<file path="src/rtl/dma_rd_arb_if.sv">
// Bundle of requester-side and DMA-side handshake signals for the read-DMA arbiter.
// The slave modport is the arbiter's view; master is the requesters + DMA engine view.
interface dma_rd_arb_if #(
  parameter int N_REQ  = 2,
  parameter int ADDR_W = 32,
  parameter int LEN_W  = 20,
  parameter int DATA_W = 512
);
  logic [N_REQ-1:0]        req_valid;
  logic [N_REQ-1:0]        req_ready;
  logic [N_REQ*ADDR_W-1:0] req_addr;
  logic [N_REQ*LEN_W-1:0]  req_len;
  logic [DATA_W-1:0]       req_tdata;
  logic [N_REQ-1:0]        req_tvalid;
  logic [N_REQ-1:0]        req_tready;
  logic                    req_tlast;
  logic [N_REQ-1:0]        req_done;
  logic [ADDR_W-1:0]       dma_rd_desc_addr;
  logic [LEN_W-1:0]        dma_rd_desc_len;
  logic                    dma_rd_desc_valid;
  logic                    dma_rd_desc_ready;
  logic [DATA_W-1:0]       dma_rd_read_data_tdata;
  logic                    dma_rd_read_data_tvalid;
  logic                    dma_rd_read_data_tlast;
  logic                    dma_rd_read_data_tready;

  modport slave (
    input  req_valid, req_addr, req_len, req_tready,
    input  dma_rd_desc_ready, dma_rd_read_data_tdata, dma_rd_read_data_tvalid, dma_rd_read_data_tlast,
    output req_ready, req_tdata, req_tvalid, req_tlast, req_done,
    output dma_rd_desc_addr, dma_rd_desc_len, dma_rd_desc_valid, dma_rd_read_data_tready
  );

  modport master (
    output req_valid, req_addr, req_len, req_tready,
    output dma_rd_desc_ready, dma_rd_read_data_tdata, dma_rd_read_data_tvalid, dma_rd_read_data_tlast,
    input  req_ready, req_tdata, req_tvalid, req_tlast, req_done,
    input  dma_rd_desc_addr, dma_rd_desc_len, dma_rd_desc_valid, dma_rd_read_data_tready
  );
endinterface

</file>
<file path="src/rtl/dma_rd_arb.sv">
// Round-robin arbiter sharing one DDR read-DMA channel (descriptor + AXIS stream) among N_REQ
// requesters; one transfer in flight, stream routed to the granted requester until tlast.
module dma_rd_arb #(
  parameter int N_REQ  = 2,
  parameter int ADDR_W = 32,
  parameter int LEN_W  = 20,
  parameter int DATA_W = 512
) (
  input  logic       clk,
  input  logic       rst,
  dma_rd_arb_if.slave bus
);
  localparam int PTR_W = (N_REQ > 1) ? $clog2(N_REQ) : 1;

  typedef enum logic [1:0] {
    ST_IDLE  = 2'd0,
    ST_ISSUE = 2'd1,
    ST_DATA  = 2'd2
  } state_t;

  state_t              state_r, state_nxt_s;
  logic [PTR_W-1:0]    rr_ptr_r, grant_r, pick_s;
  logic [PTR_W:0]      pick_res_s;
  logic                hit_s, accept_s, tready_s, last_hs_s;
  logic [ADDR_W-1:0]   desc_addr_r, pick_addr_s;
  logic [LEN_W-1:0]    desc_len_r, pick_len_s;
  logic [N_REQ-1:0]    done_r;

  // Round-robin search: first valid requester at or after ptr, modulo N_REQ.
  function automatic logic [PTR_W:0] rr_pick(input logic [N_REQ-1:0] vld, input logic [PTR_W-1:0] ptr);
    logic [PTR_W:0] res;
    int             idx;
    res = '0;
    for (int k = N_REQ - 1; k >= 0; k--) begin
      idx = int'(ptr) + k;
      if (idx >= N_REQ) begin
        idx = idx - N_REQ;
      end
      if (vld[idx]) begin
        res = {1'b1, PTR_W'(idx)};
      end
    end
    return res;
  endfunction

  assign pick_res_s  = rr_pick(bus.req_valid, rr_ptr_r);
  assign hit_s       = pick_res_s[PTR_W];
  assign pick_s      = pick_res_s[PTR_W-1:0];
  assign pick_addr_s = bus.req_addr[int'(pick_s)*ADDR_W +: ADDR_W];
  assign pick_len_s  = bus.req_len[int'(pick_s)*LEN_W +: LEN_W];
  // No grant during the reset cycle, since none of the grant state would be captured.
  assign accept_s    = (state_r == ST_IDLE) && hit_s && !rst;
  assign tready_s    = bus.req_tready[grant_r];
  assign last_hs_s   = (state_r == ST_DATA) && bus.dma_rd_read_data_tvalid && tready_s &&
                       bus.dma_rd_read_data_tlast;

  // State register.
  always_ff @(posedge clk) begin
    if (rst) begin
      state_r <= ST_IDLE;
    end else begin
      state_r <= state_nxt_s;
    end
  end

  // Next-state logic.
  always_comb begin
    state_nxt_s = state_r;
    case (state_r)
      ST_IDLE: begin
        if (accept_s && (pick_len_s != {LEN_W{1'b0}})) begin
          state_nxt_s = ST_ISSUE;
        end else begin
          state_nxt_s = ST_IDLE;
        end
      end
      ST_ISSUE: begin
        if (bus.dma_rd_desc_ready) begin
          state_nxt_s = ST_DATA;
        end else begin
          state_nxt_s = ST_ISSUE;
        end
      end
      ST_DATA: begin
        if (last_hs_s) begin
          state_nxt_s = ST_IDLE;
        end else begin
          state_nxt_s = ST_DATA;
        end
      end
      default: state_nxt_s = ST_IDLE;
    endcase
  end

  // Grant, round-robin pointer, latched descriptor and done pulses.
  always_ff @(posedge clk) begin
    if (rst) begin
      rr_ptr_r    <= {PTR_W{1'b0}};
      grant_r     <= {PTR_W{1'b0}};
      desc_addr_r <= {ADDR_W{1'b0}};
      desc_len_r  <= {LEN_W{1'b0}};
      done_r      <= {N_REQ{1'b0}};
    end else begin
      done_r <= {N_REQ{1'b0}};
      if (accept_s) begin
        grant_r     <= pick_s;
        desc_addr_r <= pick_addr_s;
        desc_len_r  <= pick_len_s;
        rr_ptr_r    <= (pick_s == PTR_W'(N_REQ - 1)) ? {PTR_W{1'b0}} : pick_s + PTR_W'(1);
        // A zero-length descriptor is retired immediately without touching the DMA.
        if (pick_len_s == {LEN_W{1'b0}}) begin
          done_r[pick_s] <= 1'b1;
        end
      end
      if (last_hs_s) begin
        done_r[grant_r] <= 1'b1;
      end
    end
  end

  assign bus.dma_rd_desc_addr = desc_addr_r;
  assign bus.dma_rd_desc_len  = desc_len_r;
  assign bus.req_done         = done_r;

  // Output decode: accept pulse, descriptor valid and zero-latency stream routing.
  always_comb begin
    bus.req_ready               = {N_REQ{1'b0}};
    bus.req_tvalid              = {N_REQ{1'b0}};
    bus.req_tdata               = {DATA_W{1'b0}};
    bus.req_tlast               = 1'b0;
    bus.dma_rd_desc_valid       = 1'b0;
    bus.dma_rd_read_data_tready = 1'b0;
    case (state_r)
      ST_IDLE: begin
        if (accept_s) begin
          bus.req_ready[pick_s] = 1'b1;
        end else begin
          bus.req_ready = {N_REQ{1'b0}};
        end
      end
      ST_ISSUE: begin
        bus.dma_rd_desc_valid = 1'b1;
      end
      ST_DATA: begin
        bus.req_tvalid[grant_r]     = bus.dma_rd_read_data_tvalid;
        bus.dma_rd_read_data_tready = tready_s;
        bus.req_tdata               = bus.dma_rd_read_data_tdata;
        bus.req_tlast               = bus.dma_rd_read_data_tlast;
      end
      default: begin
        bus.req_ready = {N_REQ{1'b0}};
      end
    endcase
  end
endmodule

</file>
<file path="src/flat_wrapper.sv">
// flat-port wrapper written by rule: the top's interface ports become plain ports
module dma_rd_arb_flat 
#(
  parameter int N_REQ  = 2,
  parameter int ADDR_W = 32,
  parameter int LEN_W  = 20,
  parameter int DATA_W = 512
)
  (clk, rst, bus_req_valid, bus_req_addr, bus_req_len, bus_req_tready, bus_dma_rd_desc_ready, bus_dma_rd_read_data_tdata, bus_dma_rd_read_data_tvalid, bus_dma_rd_read_data_tlast, bus_req_ready, bus_req_tdata, bus_req_tvalid, bus_req_tlast, bus_req_done, bus_dma_rd_desc_addr, bus_dma_rd_desc_len, bus_dma_rd_desc_valid, bus_dma_rd_read_data_tready);
  dma_rd_arb_if #(.N_REQ(N_REQ), .ADDR_W(ADDR_W), .LEN_W(LEN_W), .DATA_W(DATA_W)) bus_i ();
  input  logic clk;
  input  logic rst;
  input wire logic [$bits(bus_i.req_valid)-1:0] bus_req_valid;
  input wire logic [$bits(bus_i.req_addr)-1:0] bus_req_addr;
  input wire logic [$bits(bus_i.req_len)-1:0] bus_req_len;
  input wire logic [$bits(bus_i.req_tready)-1:0] bus_req_tready;
  input wire logic [$bits(bus_i.dma_rd_desc_ready)-1:0] bus_dma_rd_desc_ready;
  input wire logic [$bits(bus_i.dma_rd_read_data_tdata)-1:0] bus_dma_rd_read_data_tdata;
  input wire logic [$bits(bus_i.dma_rd_read_data_tvalid)-1:0] bus_dma_rd_read_data_tvalid;
  input wire logic [$bits(bus_i.dma_rd_read_data_tlast)-1:0] bus_dma_rd_read_data_tlast;
  output wire logic [$bits(bus_i.req_ready)-1:0] bus_req_ready;
  output wire logic [$bits(bus_i.req_tdata)-1:0] bus_req_tdata;
  output wire logic [$bits(bus_i.req_tvalid)-1:0] bus_req_tvalid;
  output wire logic [$bits(bus_i.req_tlast)-1:0] bus_req_tlast;
  output wire logic [$bits(bus_i.req_done)-1:0] bus_req_done;
  output wire logic [$bits(bus_i.dma_rd_desc_addr)-1:0] bus_dma_rd_desc_addr;
  output wire logic [$bits(bus_i.dma_rd_desc_len)-1:0] bus_dma_rd_desc_len;
  output wire logic [$bits(bus_i.dma_rd_desc_valid)-1:0] bus_dma_rd_desc_valid;
  output wire logic [$bits(bus_i.dma_rd_read_data_tready)-1:0] bus_dma_rd_read_data_tready;
  assign bus_i.req_valid = bus_req_valid;
  assign bus_i.req_addr = bus_req_addr;
  assign bus_i.req_len = bus_req_len;
  assign bus_i.req_tready = bus_req_tready;
  assign bus_i.dma_rd_desc_ready = bus_dma_rd_desc_ready;
  assign bus_i.dma_rd_read_data_tdata = bus_dma_rd_read_data_tdata;
  assign bus_i.dma_rd_read_data_tvalid = bus_dma_rd_read_data_tvalid;
  assign bus_i.dma_rd_read_data_tlast = bus_dma_rd_read_data_tlast;
  assign bus_req_ready = bus_i.req_ready;
  assign bus_req_tdata = bus_i.req_tdata;
  assign bus_req_tvalid = bus_i.req_tvalid;
  assign bus_req_tlast = bus_i.req_tlast;
  assign bus_req_done = bus_i.req_done;
  assign bus_dma_rd_desc_addr = bus_i.dma_rd_desc_addr;
  assign bus_dma_rd_desc_len = bus_i.dma_rd_desc_len;
  assign bus_dma_rd_desc_valid = bus_i.dma_rd_desc_valid;
  assign bus_dma_rd_read_data_tready = bus_i.dma_rd_read_data_tready;
  dma_rd_arb #(.N_REQ(N_REQ), .ADDR_W(ADDR_W), .LEN_W(LEN_W), .DATA_W(DATA_W)) u_core (.clk(clk), .rst(rst), .bus(bus_i));
endmodule
</file>
<file path="config.mk">
export PLATFORM = sky130hd
export DESIGN_NAME = dma_rd_arb_flat
export DESIGN_NICKNAME = d
export VERILOG_FILES = /design/src/rtl/dma_rd_arb_if.sv /design/src/rtl/dma_rd_arb.sv /design/src/flat_wrapper.sv
export SDC_FILE = /design/constraint.sdc
export NUM_CORES = 1
export LEC_CHECK = 0
export CAP_MARGIN = 5
export CORE_AREA = 2 2 463 465
export DETAILED_ROUTE_END_ITERATION = 8
export DIE_AREA = 0 0 465 467
export DONT_BUFFER_PORTS = 1
export PLACE_DENSITY = 0.3
export RECOVER_POWER = 50
export SLEW_MARGIN = 20
export SYNTH_ARGS = -nofsm -noshare
export SYNTH_HDL_FRONTEND = slang
export SYNTH_SLANG_ARGS = --single-unit
export TNS_END_PERCENT = 1
</file>
<file path="constraint.sdc">
create_clock -name clk -period 3.7 [get_ports clk]
set_clock_uncertainty 0.15 [all_clocks]
set_input_delay 0 -clock clk [delete_from_list [all_inputs] [get_ports clk]]
set_output_delay 0 -clock clk [all_outputs]
set_load 0.01 [all_outputs]
</file>
==> summary.md <==
| Metric | Value |
|---|---|
| Status | `complete, but fails checks` |
| Violated checks | `negative hold slack` |
| Peak supply drop | `0.000305 V` |
| Via/cell ratio | `2.32` |
| Static Leakage | `3.28 nW` |
| Nets | `about 1600` |
| Post-Synth XOR/XNOR Area | `0%` |
| Filler instances | `24959` |
| Pwr/cell area | `247 nW/um^2` |
| Synth Area in Adders | `0%` |
| Max-slew violation count | `0` |
| Multi-input gate area | `roughly 4700 um^2` |
| Critical path startpoint | `u_core.state_r[1]$_SDFF_PP0_` |
| Maximum root-to-sink buffer count | `2` |
| Clock sink total | `slightly below 60` |
| Synth-to-layout area growth | `85.8%` |
| GR Overflow Total | `0` |
| H-tree depth | `3` |
| Hold_ws | `-0.000357 ns` |
| YS warnings | `0` |
| Max Fclk | `slightly above 0.3 GHz` |
| Die area | `217000 um^2` |
| Remaining DRCs | `0` |
| Hpwl dp | `approximately 180000 um` |
| Kind of end point of the critical path | `primary output` |
| WP data arrival | `~3.1 ns` |
| Fin. Hold Viols | `1` |
| Setup TNS | `0 ns` |
| Fin crit period | `around 3.3 ns` |
| CTS tree | `built` |
| Fin util | `5.43%` |
| 1st-iter DRT viols | `522` |
| # rows | `169` |
| Clock-pin slew of the registers on the worst-case setup and hold paths | `0.06 ns` |
| Post-CTS Setup Bufs | `0` |
| Cts bufs inserted | `9` |
| Gpl congestion | `0.950` |
| Startpoint types | `flop` |
| Synth Area in Simple Gates | `about three fifths` |
| Slew margin rel. | `24.2%` |
| Compound-Gate Fraction of Synth Area | `8.35%` |
| Reg-to-reg slack, setup | `0.44 ns` |
| CP Max Fanout | `57` |
| Root Buffer | `clkbuf_16` |
| RSZ-0062 raised after global routing | `false` |
| Clk Latency, worst-skew pair | `~0.38 ns` |
| Hold Startpoint | `bus_dma_rd_read_data_tdata[341]` |
| Mapped Area | `approximately 6200 um^2` |
| R2r startpoint | `u_core.rr_ptr_r$_SDFFE_PP0P_` |
| #FFs+latches synth | `58` |
| Tightest Pin Transition | `1.14 ns` |
| Sequential element share of the synthesized area | `18.8%` |
| First-pass GRT wire length | `approximately 210000 um` |
| Syn Nets | `between 1000 and 1500` |
| Pin count of the biggest net entering global routing | `104` |
| Routed vias | `8920` |
| Initial core utilization | `2.92%` |
| Mapped Cells | `between 800 and 900` |
| Setup CP Type | `flop to primary output` |
| Layout cells sized above 1 | `5.30%` |
| Post-synthesis mux area share | `8.75%` |
| Final period util | `88.3%` |
| DRT Wirelength | `186000 um` |
| Setup violators final | `0` |
| WP data required | `3.55 ns` |
| Chip Width | `465 um` |
| DIE HEIGHT | `467 um` |
| Total GRT Usage | `16.4%` |
| Vias in the first global route | `7877` |
| Detailed Routing Iterations Pass 1 | `5` |
| Final ANT Viol Nets | `0` |
| Unique masters post-synth | `30` |
| Top Ports | `1198` |
| Core area | `212000 um^2` |
| Synthesized area per cell | `7.24 um^2` |
| Maximum capacitance violations | `0` |
| Main combinational cell family by area after synthesis | `simple AND/OR/NAND/NOR gates` |
| Post-DR wirelength/cell | `approximately 48 um` |
| I/O Buffers | `0` |
| HP Class | `primary input to primary output` |
| Reg area | `1160 um^2` |
| Initial antenna violation count | `roughly 370` |
==> timing repair <==
item / in CTS / in global routing
endpoints found under the hold margin: 62 / 0
setup endpoints to repair: 0 / 0
hold buffers: 135 / 0
resized for setup: 0 / 0
==> metal layers <==
| layer | part of all wire (%) | vias up | track usage [%] | routed length [um] |
|---|---|---|---|---|
| li1 | - | 2989 | - | - |
| met3 | 18 | 565 | 12.6 | 33100 |
| met1 | 35 | 3928 | 16.9 | 64400 |
| met4 | 2.3 | 40 | 1.06 | 4220 |
| met5 | 0.15 | - | 0 | 270 |
| met2 | 45 | 1398 | 27.2 | 84000 |
==> layout make-up <==
cell class                 count  share of cell area [%]
antenna                       84                    1.83
clock buffer                  12                    2.23
clock inverter                 4                   0.642
inverter                       1                  0.0326
multi-input combinational    714                    40.7
sequential                    58                    10.1
tap                         2821                    30.7
timing repair buffer         154                    13.8
==> worst max-delay path, cell delays in order, from the launching register on <==
cell and delay (ns):
dfxtp_1 0.46, nor2b_4 0.65, buf_12 0.23, clkbuf_2 0.86, and2_1 0.48
==> cell usage in the layout (no fill, tap or decap), types with 9 or more instances in the layout <==
| cell | n |
|---|---|
| a211oi_2 | 13 |
| and2_1 | 285 |
| buf_4 | 9 |
| clkbuf_16 | 9 |
| dfxtp_1 | 58 |
| diode_2 | 84 |
| nor2_1 | 60 |
| and2_0 | 229 |
| dlygate4sd3_1 | 134 |
| a211oi_1 | 39 |
| mux2i_1 | 53 |
==> flip-flops by register name, summed over array words and instances, names as in the netlist <==
name,flops
u_core.rr_ptr_r,1
u_core.state_r,2
u_core.bus.dma_rd_desc_addr,32
u_core.bus.req_done,2
u_core.bus.dma_rd_desc_len,20
u_core.grant_r,1
==> cell usage after synthesis <==
cell type / instances / share of area (%)
and2_1: 514 / 52
nor2_1: 60 / 3.6
dfxtp_1: 58 / 19
clkbuf_1: 53 / 3.2
mux2i_1: 53 / 8.6
a211oi_1: 37 / 4.5
buf_2: 25 / 2.0
a211oi_2: 15 / 3.0
nor4_1: 8 / 0.81
nand2_1: 6 / 0.36
buf_4: 3 / 0.36
nor2b_1: 3 / 0.30
or4_1: 3 / 0.36
a21oi_1: 1 / 0.081
a221o_1: 1 / 0.16
a22oi_1: 1 / 0.12
a31oi_1: 1 / 0.10
and3_1: 1 / 0.10
clkbuf_2: 1 / 0.081
inv_1: 1 / 0.061
mux2_2: 1 / 0.18
nand2b_1: 1 / 0.10
nand4_1: 1 / 0.10
nand4b_1: 1 / 0.14
nor3_1: 1 / 0.081
nor4_4: 1 / 0.34
o21ai_0: 1 / 0.081
o21ai_2: 1 / 0.14
o32ai_1: 1 / 0.14
or3_1: 1 / 0.10
==> metrics by stage <==
step | setup slack, ns | hold slack (ns) | total power, mW | cells | cell area [um^2]
2_1_floorplan | 2.16 | -0.0600 | 1.20 | 855 | 6190
3_3_place_gp | 1.31 | -0.0772 | 1.72 | 3613 | 9630
3_5_place_dp | 1.34 | -0.0770 | 1.71 | 3613 | 9630
4_1_cts | 0.438 | 0.000564 | 2.94 | 3764 | 11300
5_1_grt | 0.150 | 0.00470 | 2.99 | 3795 | 11400
6_report | 0.433 | -0.000357 | 2.84 | 3848 | 11500
==> logic make-up after synthesis <==
kind of cell,after synthesis
AOI/OAI and AO/OA,59
DFF,58
buffers and inverters,83
muxes,54
and+or+nand+nor,601
==> where the power goes <==
part | leakage, nW | internal, mW | switching, mW
Sequential | 0.479 | 0.684 | 0.157
Combinational | 2.64 | 0.312 | 0.680
Clock | 0.163 | 0.626 | 0.382
==> final timing paths <==
kind,end,depth (start not counted)
min,bus_req_tdata[341],1
max,bus_req_tdata[381],4
max reg2reg,u_core.bus.dma_rd_desc_len[5]$_SDFFE_PP0P_,6
min reg2reg,u_core.rr_ptr_r$_SDFFE_PP0P_,2
No activity file was read; power rests on OpenSTA's default activity.
